### src/rtl/rf_wb_arbiter_if.sv
// Writeback bus between the two requesters (A = ALU, B = memory load)
// and the register-file write port.
//
// Signals:
//   A_valid/A_ready/A_reg/A_data : requester A handshake, 5-bit dest, 32-bit data
//   B_valid/B_ready/B_reg/B_data : requester B handshake, same layout
//   W/W_reg/W_data               : register-file write enable, address, data
//   busy                         : bit r set while a write to register r is pending
//
// Modports:
//   master : requester/register-file side (drives requests, observes the rest)
//   slave  : arbiter side
interface rf_wb_arbiter_if;
   logic        A_valid;
   logic        A_ready;
   logic [4:0]  A_reg;
   logic [31:0] A_data;
   logic        B_valid;
   logic        B_ready;
   logic [4:0]  B_reg;
   logic [31:0] B_data;
   logic        W;
   logic [4:0]  W_reg;
   logic [31:0] W_data;
   logic [31:0] busy;

   modport master (
      output A_valid, A_reg, A_data,
      output B_valid, B_reg, B_data,
      input  A_ready, B_ready,
      input  W, W_reg, W_data, busy
   );

   modport slave (
      input  A_valid, A_reg, A_data,
      input  B_valid, B_reg, B_data,
      output A_ready, B_ready,
      output W, W_reg, W_data, busy
   );
endinterface

### src/rtl/rf_wb_arbiter.sv
// Register-file writeback arbiter. Two requesters each feed a private
// DEPTH-entry FIFO; one head per cycle is granted round-robin, popped and
// registered onto the single register-file write port. A scoreboard of
// pending destination registers is exported on busy.
//
// Ports:
//   CLK  : clock, all state changes on posedge
//   RST  : asynchronous active-high reset
//   bus  : rf_wb_arbiter_if.slave (A/B request handshakes, W port, busy)
//
// Parameters:
//   DEPTH : entries per requester FIFO (power of two, >= 2)
module rf_wb_arbiter #(
   parameter int DEPTH = 2
) (
   input logic          CLK,
   input logic          RST,
   rf_wb_arbiter_if.slave bus
);

   localparam int PW = (DEPTH > 1) ? $clog2(DEPTH) : 1;
   localparam int CW = PW + 1;

   typedef logic [PW-1:0] ptr_t;
   typedef logic [CW-1:0] cnt_t;
   typedef enum logic {GNT_A = 1'b0, GNT_B = 1'b1} req_t;

   // FIFO storage carries no reset; occupancy is defined by the counters alone.
   logic [4:0]  a_reg_mem  [DEPTH];
   logic [31:0] a_data_mem [DEPTH];
   logic [4:0]  b_reg_mem  [DEPTH];
   logic [31:0] b_data_mem [DEPTH];

   ptr_t a_wr, a_rd, b_wr, b_rd;
   cnt_t a_cnt, b_cnt;
   req_t last_grant;

   logic a_ready, b_ready;
   logic a_acc, b_acc;
   logic a_ne, b_ne;
   logic gnt_a, gnt_b, gnt_p0;
   logic [4:0]  reg_p0;
   logic [31:0] data_p0;

   logic        vld_p1;
   logic [4:0]  reg_p1;
   logic [31:0] data_p1;
   logic [31:0] busy_v;

   // ---- stage p0: acceptance and grant selection from registered state ----
   // Ready ignores any pop in the same cycle: a full FIFO stays not-ready.
   assign a_ready = (a_cnt != cnt_t'(DEPTH));
   assign b_ready = (b_cnt != cnt_t'(DEPTH));
   assign a_acc   = bus.A_valid && a_ready;
   assign b_acc   = bus.B_valid && b_ready;
   assign a_ne    = (a_cnt != '0);
   assign b_ne    = (b_cnt != '0);

   // On a tie the requester that did not win last time goes next.
   assign gnt_a  = a_ne && (!b_ne || (last_grant == GNT_B));
   assign gnt_b  = b_ne && (!a_ne || (last_grant == GNT_A));
   assign gnt_p0 = gnt_a || gnt_b;

   assign reg_p0  = gnt_a ? a_reg_mem[a_rd]  : b_reg_mem[b_rd];
   assign data_p0 = gnt_a ? a_data_mem[a_rd] : b_data_mem[b_rd];

   always_ff @(posedge CLK) begin
      if (a_acc) begin
         a_reg_mem[a_wr]  <= bus.A_reg;
         a_data_mem[a_wr] <= bus.A_data;
      end
      if (b_acc) begin
         b_reg_mem[b_wr]  <= bus.B_reg;
         b_data_mem[b_wr] <= bus.B_data;
      end
   end

   // Pointers wrap naturally because DEPTH is a power of two.
   always_ff @(posedge CLK or posedge RST) begin
      if (RST) begin
         a_wr       <= '0;
         a_rd       <= '0;
         a_cnt      <= '0;
         b_wr       <= '0;
         b_rd       <= '0;
         b_cnt      <= '0;
         last_grant <= GNT_B;
      end else begin
         if (a_acc) a_wr <= a_wr + ptr_t'(1);
         if (gnt_a) a_rd <= a_rd + ptr_t'(1);
         if (b_acc) b_wr <= b_wr + ptr_t'(1);
         if (gnt_b) b_rd <= b_rd + ptr_t'(1);

         case ({a_acc, gnt_a})
            2'b10:   a_cnt <= a_cnt + cnt_t'(1);
            2'b01:   a_cnt <= a_cnt - cnt_t'(1);
            default: a_cnt <= a_cnt;
         endcase
         case ({b_acc, gnt_b})
            2'b10:   b_cnt <= b_cnt + cnt_t'(1);
            2'b01:   b_cnt <= b_cnt - cnt_t'(1);
            default: b_cnt <= b_cnt;
         endcase

         if (gnt_a)      last_grant <= GNT_A;
         else if (gnt_b) last_grant <= GNT_B;
      end
   end

   // ---- stage p1: registered register-file write port ----
   // Writes to r0 are popped like any other entry but never raise W.
   always_ff @(posedge CLK or posedge RST) begin
      if (RST) begin
         vld_p1  <= 1'b0;
         reg_p1  <= '0;
         data_p1 <= '0;
      end else begin
         vld_p1 <= gnt_p0 && (reg_p0 != 5'd0);
         if (gnt_p0) begin
            reg_p1  <= reg_p0;
            data_p1 <= data_p0;
         end
      end
   end

   // Pending-write scoreboard: every occupied FIFO slot plus the live write.
   always_comb begin
      busy_v = '0;
      for (int i = 0; i < DEPTH; i++) begin
         if ({1'b0, ptr_t'(ptr_t'(i) - a_rd)} < a_cnt) busy_v[a_reg_mem[i]] = 1'b1;
         if ({1'b0, ptr_t'(ptr_t'(i) - b_rd)} < b_cnt) busy_v[b_reg_mem[i]] = 1'b1;
      end
      if (vld_p1) busy_v[reg_p1] = 1'b1;
      busy_v[0] = 1'b0;
   end

   assign bus.A_ready = a_ready;
   assign bus.B_ready = b_ready;
   assign bus.W       = vld_p1;
   assign bus.W_reg   = reg_p1;
   assign bus.W_data  = data_p1;
   assign bus.busy    = busy_v;

endmodule

### src/flat_wrapper.sv
// flat-port wrapper written by rule: the top's interface ports become plain ports
module rf_wb_arbiter_flat 
#(
   parameter int DEPTH = 2
)
  (CLK, RST, bus_A_valid, bus_A_reg, bus_A_data, bus_B_valid, bus_B_reg, bus_B_data, bus_A_ready, bus_B_ready, bus_W, bus_W_reg, bus_W_data, bus_busy);
  rf_wb_arbiter_if bus_i ();
  input logic CLK;
  input logic RST;
  input wire logic [$bits(bus_i.A_valid)-1:0] bus_A_valid;
  input wire logic [$bits(bus_i.A_reg)-1:0] bus_A_reg;
  input wire logic [$bits(bus_i.A_data)-1:0] bus_A_data;
  input wire logic [$bits(bus_i.B_valid)-1:0] bus_B_valid;
  input wire logic [$bits(bus_i.B_reg)-1:0] bus_B_reg;
  input wire logic [$bits(bus_i.B_data)-1:0] bus_B_data;
  output wire logic [$bits(bus_i.A_ready)-1:0] bus_A_ready;
  output wire logic [$bits(bus_i.B_ready)-1:0] bus_B_ready;
  output wire logic [$bits(bus_i.W)-1:0] bus_W;
  output wire logic [$bits(bus_i.W_reg)-1:0] bus_W_reg;
  output wire logic [$bits(bus_i.W_data)-1:0] bus_W_data;
  output wire logic [$bits(bus_i.busy)-1:0] bus_busy;
  assign bus_i.A_valid = bus_A_valid;
  assign bus_i.A_reg = bus_A_reg;
  assign bus_i.A_data = bus_A_data;
  assign bus_i.B_valid = bus_B_valid;
  assign bus_i.B_reg = bus_B_reg;
  assign bus_i.B_data = bus_B_data;
  assign bus_A_ready = bus_i.A_ready;
  assign bus_B_ready = bus_i.B_ready;
  assign bus_W = bus_i.W;
  assign bus_W_reg = bus_i.W_reg;
  assign bus_W_data = bus_i.W_data;
  assign bus_busy = bus_i.busy;
  rf_wb_arbiter #(.DEPTH(DEPTH)) u_core (.CLK(CLK), .RST(RST), .bus(bus_i));
endmodule
### config.mk
export PLATFORM = sky130hd
export DESIGN_NAME = rf_wb_arbiter_flat
export DESIGN_NICKNAME = d
export VERILOG_FILES = /design/src/rtl/rf_wb_arbiter_if.sv /design/src/rtl/rf_wb_arbiter.sv /design/src/flat_wrapper.sv
export SDC_FILE = /design/constraint.sdc
export NUM_CORES = 1
export LEC_CHECK = 0
export CORE_AREA = 4 4 143 145
export CTS_CLUSTER_DIAMETER = 200
export DETAILED_ROUTE_END_ITERATION = 8
export DIE_AREA = 0 0 147 149
export GPL_TIMING_DRIVEN = 1
export PLACE_DENSITY = 0.76
export SYNTH_ARGS = -nofsm -noshare
export SYNTH_HDL_FRONTEND = slang
export SYNTH_SLANG_ARGS = --single-unit
export TNS_END_PERCENT = 100
### constraint.sdc
create_clock -name CLK -period 2.5 [get_ports CLK]
set_input_delay 0.375 -clock CLK [delete_from_list [all_inputs] [get_ports CLK]]
set_output_delay 0.375 -clock CLK [all_outputs]
set_load 0.005 [all_outputs]
# ---- Word level (Yosys, flattened, before mapping)
# Memories as Yosys holds them, arrays and structs flattened.
# Index checks and enable logic that the tools add are counted.
dict set report word_totals {
  reg_bits 47
  ramBits 148
  output_inout_bits 72
  input_bits 78
  memories 4
  elab_cells 97
  latch_bits 0
  mem_bits_ro 0
}
dict set report classes {
  eq_ne 6
  addsub 12
  bitwise 5
  div 0
  magnitude_cmp 14
  n_mul 0
  n_mux 25
  n_shift 0
  reduce_logical 21
}
# memory words width read_ports rd_ports_with_merged_regs write_ports line
set mem_list {}
lappend mem_list {u_core.a_data_mem 2 32 1 0 1 rf_wb_arbiter.sv:30} ;# logic [31:0] a_data_mem [DEPTH];
lappend mem_list {u_core.b_data_mem 2 32 1 0 1 rf_wb_arbiter.sv:32} ;# logic [31:0] b_data_mem [DEPTH];
lappend mem_list {u_core.a_reg_mem 2 5 3 0 1 rf_wb_arbiter.sv:29} ;# logic [4:0] a_reg_mem [DEPTH];
lappend mem_list {u_core.b_reg_mem 2 5 3 0 1 rf_wb_arbiter.sv:31} ;# logic [4:0] b_reg_mem [DEPTH];
# cell count
set op_table {}
lappend op_table {{$mux 32} 6}
lappend op_table {{$or 32x32->32} 4}
lappend op_table {{$lt 5x6->1 const B} 5}
lappend op_table {{$demux 1 s5} 5}
lappend op_table {{$ge 5x1->1 const B} 5}
lappend op_table {{$mux 1} 11}
lappend op_table {{$logic_and 1x1->1} 10}
lappend op_table {{$reduce_bool 2->1} 5}
lappend op_table {{$lt 1x2->1} 4}
lappend op_table {{$pmux 2 s2} 2}
lappend op_table {{$mux 5} 1}
lappend op_table {{$reduce_bool 5->1} 1}
lappend op_table {{$add 1x1->1 const B} 4}
lappend op_table {{$add 2x1->2 const B} 2}
lappend op_table {{$eq 2x1->1 const B} 2}
lappend op_table {{$eq 2x2->1 const B} 2}
lappend op_table {{$ne 2x2->1 const B} 2}
lappend op_table {{$sub 1x1->1 const A} 4}
lappend op_table {{$sub 2x1->2 const B} 2}
lappend op_table {{$logic_or 1x1->1} 3}
lappend op_table {{$logic_not 1->1} 2}
lappend op_table {{$not 1->1} 1}

# ---- Depth between registers and ports, before layout
# An unclocked memory read counts as a cell.
dict set report depth {
  ltp_word 14
  depth_mapped 9
  ltp_nobuf 7
}

# ---- Least setup slack after synthesis
# OpenSTA, ideal clock, no wires.
dict set report synth_timing {
  path_kind {register to register}
  startpoint {register u_core.a_cnt[0]}
  endpoint {memory u_core.a_data_mem[0][0] (enable)}
  synth_period_minus_slack_ns 2.717
  n_path_buf 1
  setup_slack_ns -0.217
  setup_time_ns 0.431
  t_required_ns 2.069
  t_arrival_ns 2.286
  path_stages_with_launch 5
  cell_sequence {dfrtp_1 buf_6 nand2b_1 nand2_1 nor2_1}
}
dict set report synth_via {
  elab_chain_len 4
}
# element line
set synth_rtl {}
lappend synth_rtl {{start: declaration} rf_wb_arbiter.sv:35} ;# cnt_t a_cnt, b_cnt;
lappend synth_rtl {{start signal: assignment} rf_wb_arbiter.sv:95} ;# 2'b10: a_cnt <= a_cnt + cnt_t'(1);
lappend synth_rtl {{start signal: assignment} rf_wb_arbiter.sv:96} ;# 2'b01: a_cnt <= a_cnt - cnt_t'(1);
lappend synth_rtl {{start signal: assignment} rf_wb_arbiter.sv:97} ;# default: a_cnt <= a_cnt;
lappend synth_rtl {{$ne 2x2->1} rf_wb_arbiter.sv:52} ;# assign a_ready = (a_cnt != cnt_t'(DEPTH));
lappend synth_rtl {{net bus_A_ready} flat_wrapper.sv:16} ;# output wire logic [$bits(bus_i.A_ready)-1:0] bus_A_ready;
lappend synth_rtl {{$logic_and 1x1->1} rf_wb_arbiter.sv:54} ;# assign a_acc = bus.A_valid && a_ready;
lappend synth_rtl {{$mux 1} rf_wb_arbiter.sv:68} ;# if (a_acc) begin
lappend synth_rtl {{$mux 1 (implied by the code)} rf_wb_arbiter.sv:70} ;# a_data_mem[a_wr] <= bus.A_data;
lappend synth_rtl {{end: declaration} rf_wb_arbiter.sv:30}
# The timed path passes the listed nets, and every way through them passes these cells.

# ---- Worst setup path after layout
dict set report layout_timing {
  startpoint {register u_core.b_cnt[0]}
  endpoint {output port bus_busy[9]}
}
dict set report layout_via {
  elab_chain_len 8
  elab_cells_between_ends 9
  cone_classes {order compare: 2; mux: 4; bitwise: 3}
}
# element line
set layout_rtl {}
lappend layout_rtl {{start: declaration} rf_wb_arbiter.sv:35}
lappend layout_rtl {{start signal: assignment} rf_wb_arbiter.sv:100} ;# 2'b10: b_cnt <= b_cnt + cnt_t'(1);
lappend layout_rtl {{start signal: assignment} rf_wb_arbiter.sv:101} ;# 2'b01: b_cnt <= b_cnt - cnt_t'(1);
lappend layout_rtl {{start signal: assignment} rf_wb_arbiter.sv:102} ;# default: b_cnt <= b_cnt;
lappend layout_rtl {{$lt 1x2->1} rf_wb_arbiter.sv:131} ;# if ({1'b0, ptr_t'(ptr_t'(i) - b_rd)} < b_cnt) busy_v[b_reg_mem[i]] = 1'b1;
lappend layout_rtl {{$mux 32} rf_wb_arbiter.sv:131}
lappend layout_rtl {{$or 32x32->32 (no source line)} n/a}
lappend layout_rtl {{$mux 32} rf_wb_arbiter.sv:130} ;# if ({1'b0, ptr_t'(ptr_t'(i) - a_rd)} < a_cnt) busy_v[a_reg_mem[i]] = 1'b1;
lappend layout_rtl {{$or 32x32->32 (no source line)} n/a}
lappend layout_rtl {{$mux 32 *} rf_wb_arbiter.sv:131}
lappend layout_rtl {{$or 32x32->32 (no source line)} n/a}
lappend layout_rtl {{$mux 32 *} rf_wb_arbiter.sv:133} ;# if (vld_p1) busy_v[reg_p1] = 1'b1;
lappend layout_rtl {{end: declaration} flat_wrapper.sv:21} ;# output wire logic [$bits(bus_i.busy)-1:0] bus_busy;
# Mark *: on every way between the ends. The rest lies on a longest branch, timed or not.

==> run_results.csv <==
group,metric,value,unit
cts,clk_pin_slew,0.07,ns
setup_path,r2r_slack,0.46,ns
setup_path,path_class,"flop to primary output",
setup_path,critical_path.top_delay_family,"buffers and inverters",
pwr,ir_drop,0.000620,V
setup_path,worstSetupEndpointType,"primary output",
yosys,synth_edf_count,148,
die,die_area,21900,sq um
cts,cts_buffers,17,
pwr,p_per_area,1210,nW/um^2
sta,timing.fmax,393,MHz
status,status,"finished, violations left",
grt,grt_max_degree,41,
detailed_routing,vias,6997,
setup_path,critPathRequiredTime,2.12,ns
grt,antenna_found_initial,0,
yosys,synth_cell_types,50,
placed_design,post-place-cells,1110,
sta,slew_violations,0,
cells_and_area,n_fill_cell,1432,
yosys,ys_async_sr_fraction,24.1,%
setup_path,arrival,2.17,ns
die,initial_core_util,47.0,%
sta,worstMarginPinSlew,0.770,ns
detailed_routing,wl_per_cell,21.4,um
sta,grt_setup_unrepaired,"true",
yosys,syn_inst,707,
cells_and_area,drive_gt1_share,26.6,%
setup_path,crit_path_max_fanout,8,
yosys,syn_area,9030,sq um
detailed_routing,viasPerCell,5.78,
yosys,ys.warnings.count,0,
worst_hold_path,hp-class,"primary input to asynchronous set/reset pin",
run,drv_cap,0,
placed_design,dp.final_hpwl,16600,um
detailed_routing,drc,0,
cts,holdBufCountCts,0,
die,die_h,149,um
detailed_routing,drt_pass1_iterations,7,
setup_path,r2r_end,"u_core.a_cnt[1]",
pwr,total_power,15.0,mW
cells_and_area,multi_input_area,3400,sq um
die,ios,150,
cts,tritoncts,"done",
grt,grt_pass1_vias,7122,
sta,relSlewSlack,48.6,%
yosys,synth_seq_area_share,62.2,%
cells_and_area,final_common_cell,"edfxtp_1",
setup_path,crit_start,"u_core.b_cnt[0]",
cells_and_area,final_cells,1211,
setup_path,path_buf_inv,2,
grt,grt.overflow.total,0,
cells_and_area,areaGrowthSynthToFinish,36.9,%
setup_path,path_depth,6,
sta,finClkSkew,0.0100,ns
placed_design,gp_congestion,1.01,
cells_and_area,fin_nets,1013,
sta,finalCritPeriodShare,102,%
yosys,syn_avg_cell_area,12.8,sq um
cells_and_area,antenna_cells,0,
setup_path,crit_path_end,"bus_busy[9]",
cts,cts_max_level,4,
cts,clock_path_buffers,2,
detailed_routing,drtAntennaViolNets,0,
sta,setup_ws,-0.0448,ns
cells_and_area,register_area,5640,sq um
yosys,synth_ff_type,"edfxtp_1",
yosys,syn_nets,787,
setup_path,slowest_delay,0.46,ns
pwr,p_leak,4.77,nW
sta,min_period,2.54,ns
yosys,ys_seq_elements,195,
sta,setup_violations,5,
setup_path,cp_cell_sequence,"a21oi_4 -> nor3b_4 -> buf_12 -> a221oi_1 -> nand2_1 -> clkdlybuf4s50_1",
grt,track_usage,23.0,%
cts,cts.sinks,195,
setup_path,crit_path_top_delay_cell,"clkdlybuf4s50_1",
cells_and_area,mostFrequentLayoutCells,"148 x edfxtp_1, 122 x clkdlybuf4s50_1, 91 x buf_4, 81 x nand2_1, 39 x a21oi_1",
placed_design,numPortBuffers,148,
cts,clockRootBuffer,"clkbuf_16",
detailed_routing,drt_iter0_drc,610,
cts,clock_latency,0.43,ns
setup_path,reg2reg_depth,7,
die,die_w,147,um
die,row_count,51,
die,core-area,19200,sq um
setup_path,critPathLaunchType,"flop",
detailed_routing,wl,25900,um
sta,hold_viol_final,0,
grt,grt_first_pass_wirelength,39100,um
status,violations,"setup timing",
setup_path,rr_startpoint,"u_core.a_cnt[1]",
-- through the flow --
step / cell area (sq um) / setup WS (ns) / util [%] / TNS [ns] / hold WS [ns]
after floorplan: 9040 / 0.394 / - / 0 / 0.474
after global placement: 10900 / 0.175 / 57.0 / 0 / 0.528
after detailed placement: 10900 / 0.189 / 57.0 / 0 / 0.530
after CTS: 12000 / -0.0860 / 62.2 / -0.631 / 0.248
after global routing: 12400 / -0.127 / 64.4 / -0.554 / 0.272
final: 12400 / -0.0448 / 64.4 / -0.142 / 0.244
-- logic make-up (layout without fill, tap and decap cells) --
family / count (synthesis) / count (layout) / synth area share [%]
compound gates: 195 / 195 / 14.3
xor+xnor: 10 / 10 / 0.969
flops: 195 / 195 / 62.2
fa+ha+maj: 2 / 2 / 0.277
simple gates: 179 / 179 / 10.3
buf+inv: 51 / 290 / 3.13
other cells: 1 / 1 / 0.0415
mux: 74 / 74 / 8.71
-- worst min path at each step --
| stage | start | to | slack, ns | cells past startpoint |
|---|---|---|---|---|
| 6_report | RST | u_core.bus.W_data[16] | 0.24 | 2 |
| 5_1_grt | RST | u_core.bus.W_data[16] | 0.27 | 2 |
| 4_1_cts | RST | u_core.bus.W_data[16] | 0.25 | 2 |
| 3_5_place_dp | u_core.a_wr | u_core.a_wr | 0.53 | 1 |
| 3_3_place_gp | u_core.b_wr | u_core.b_wr | 0.53 | 1 |
| 2_1_floorplan | bus_A_data[0] | u_core.a_data_mem[0][0] | 0.47 | 0 |
-- cell type report --
cell class | instances | area share [%]
flip-flops and latches | 195 | 45.6
clock inverters | 15 | 1.58
repair buffers | 254 | 19.1
multi-input cells | 461 | 27.5
inverters | 4 | 0.162
clock buffers | 17 | 3.44
well taps | 265 | 2.68
-- where the power goes --
group          switching [mW]  internal [mW]
sequential              0.677           4.60
combinational            3.71           3.20
clock                    1.24           1.60
total                    5.62           9.40
-- layer usage --
metal / track usage, % / part of all wire, % / vias to the layer above
met4: 10.3 / 3.8 / 0
met3: 5.07 / 6.9 / 83
met5: 0 / 0 / -
li1: - / - / 3174
met2: 38.5 / 49 / 309
met1: 29.0 / 40 / 3431
-- synthesized netlist by cell type (6+ instances only) --
master / count / area share (%)
edfxtp_1: 148 / 49
nand2_1: 81 / 3.4
dfrtp_1: 46 / 13
a22oi_1: 44 / 3.7
a21oi_1: 39 / 2.2
mux2_2: 37 / 4.6
mux2i_1: 37 / 4.1
o22ai_1: 37 / 2.6
o21ai_1: 31 / 1.7
nor2_1: 22 / 0.91
buf_2: 20 / 1.1
clkbuf_1: 15 / 0.62
nor3b_1: 15 / 1.2
nand3_1: 11 / 0.61
a221oi_1: 9 / 0.87
xnor2_1: 9 / 0.87
a21oi_2: 8 / 0.78
nor3_1: 8 / 0.44
and3_1: 7 / 0.48
and3b_1: 7 / 0.68
buf_6: 7 / 0.87
o211ai_1: 7 / 0.58
o21ai_0: 7 / 0.39
nand2b_1: 6 / 0.42
o2111ai_1: 6 / 0.58
-- repair_timing --
| item | CTS | global route |
|---|---|---|
| setup buffers | 34 | 35 |
| pin swaps | 14 | 13 |
| setup endpoints to repair | 31 | 18 |
| gates resized for setup | 57 | 44 |
| endpoints found under the hold margin | 0 | 0 |
Power figures use the tool's default switching activity.
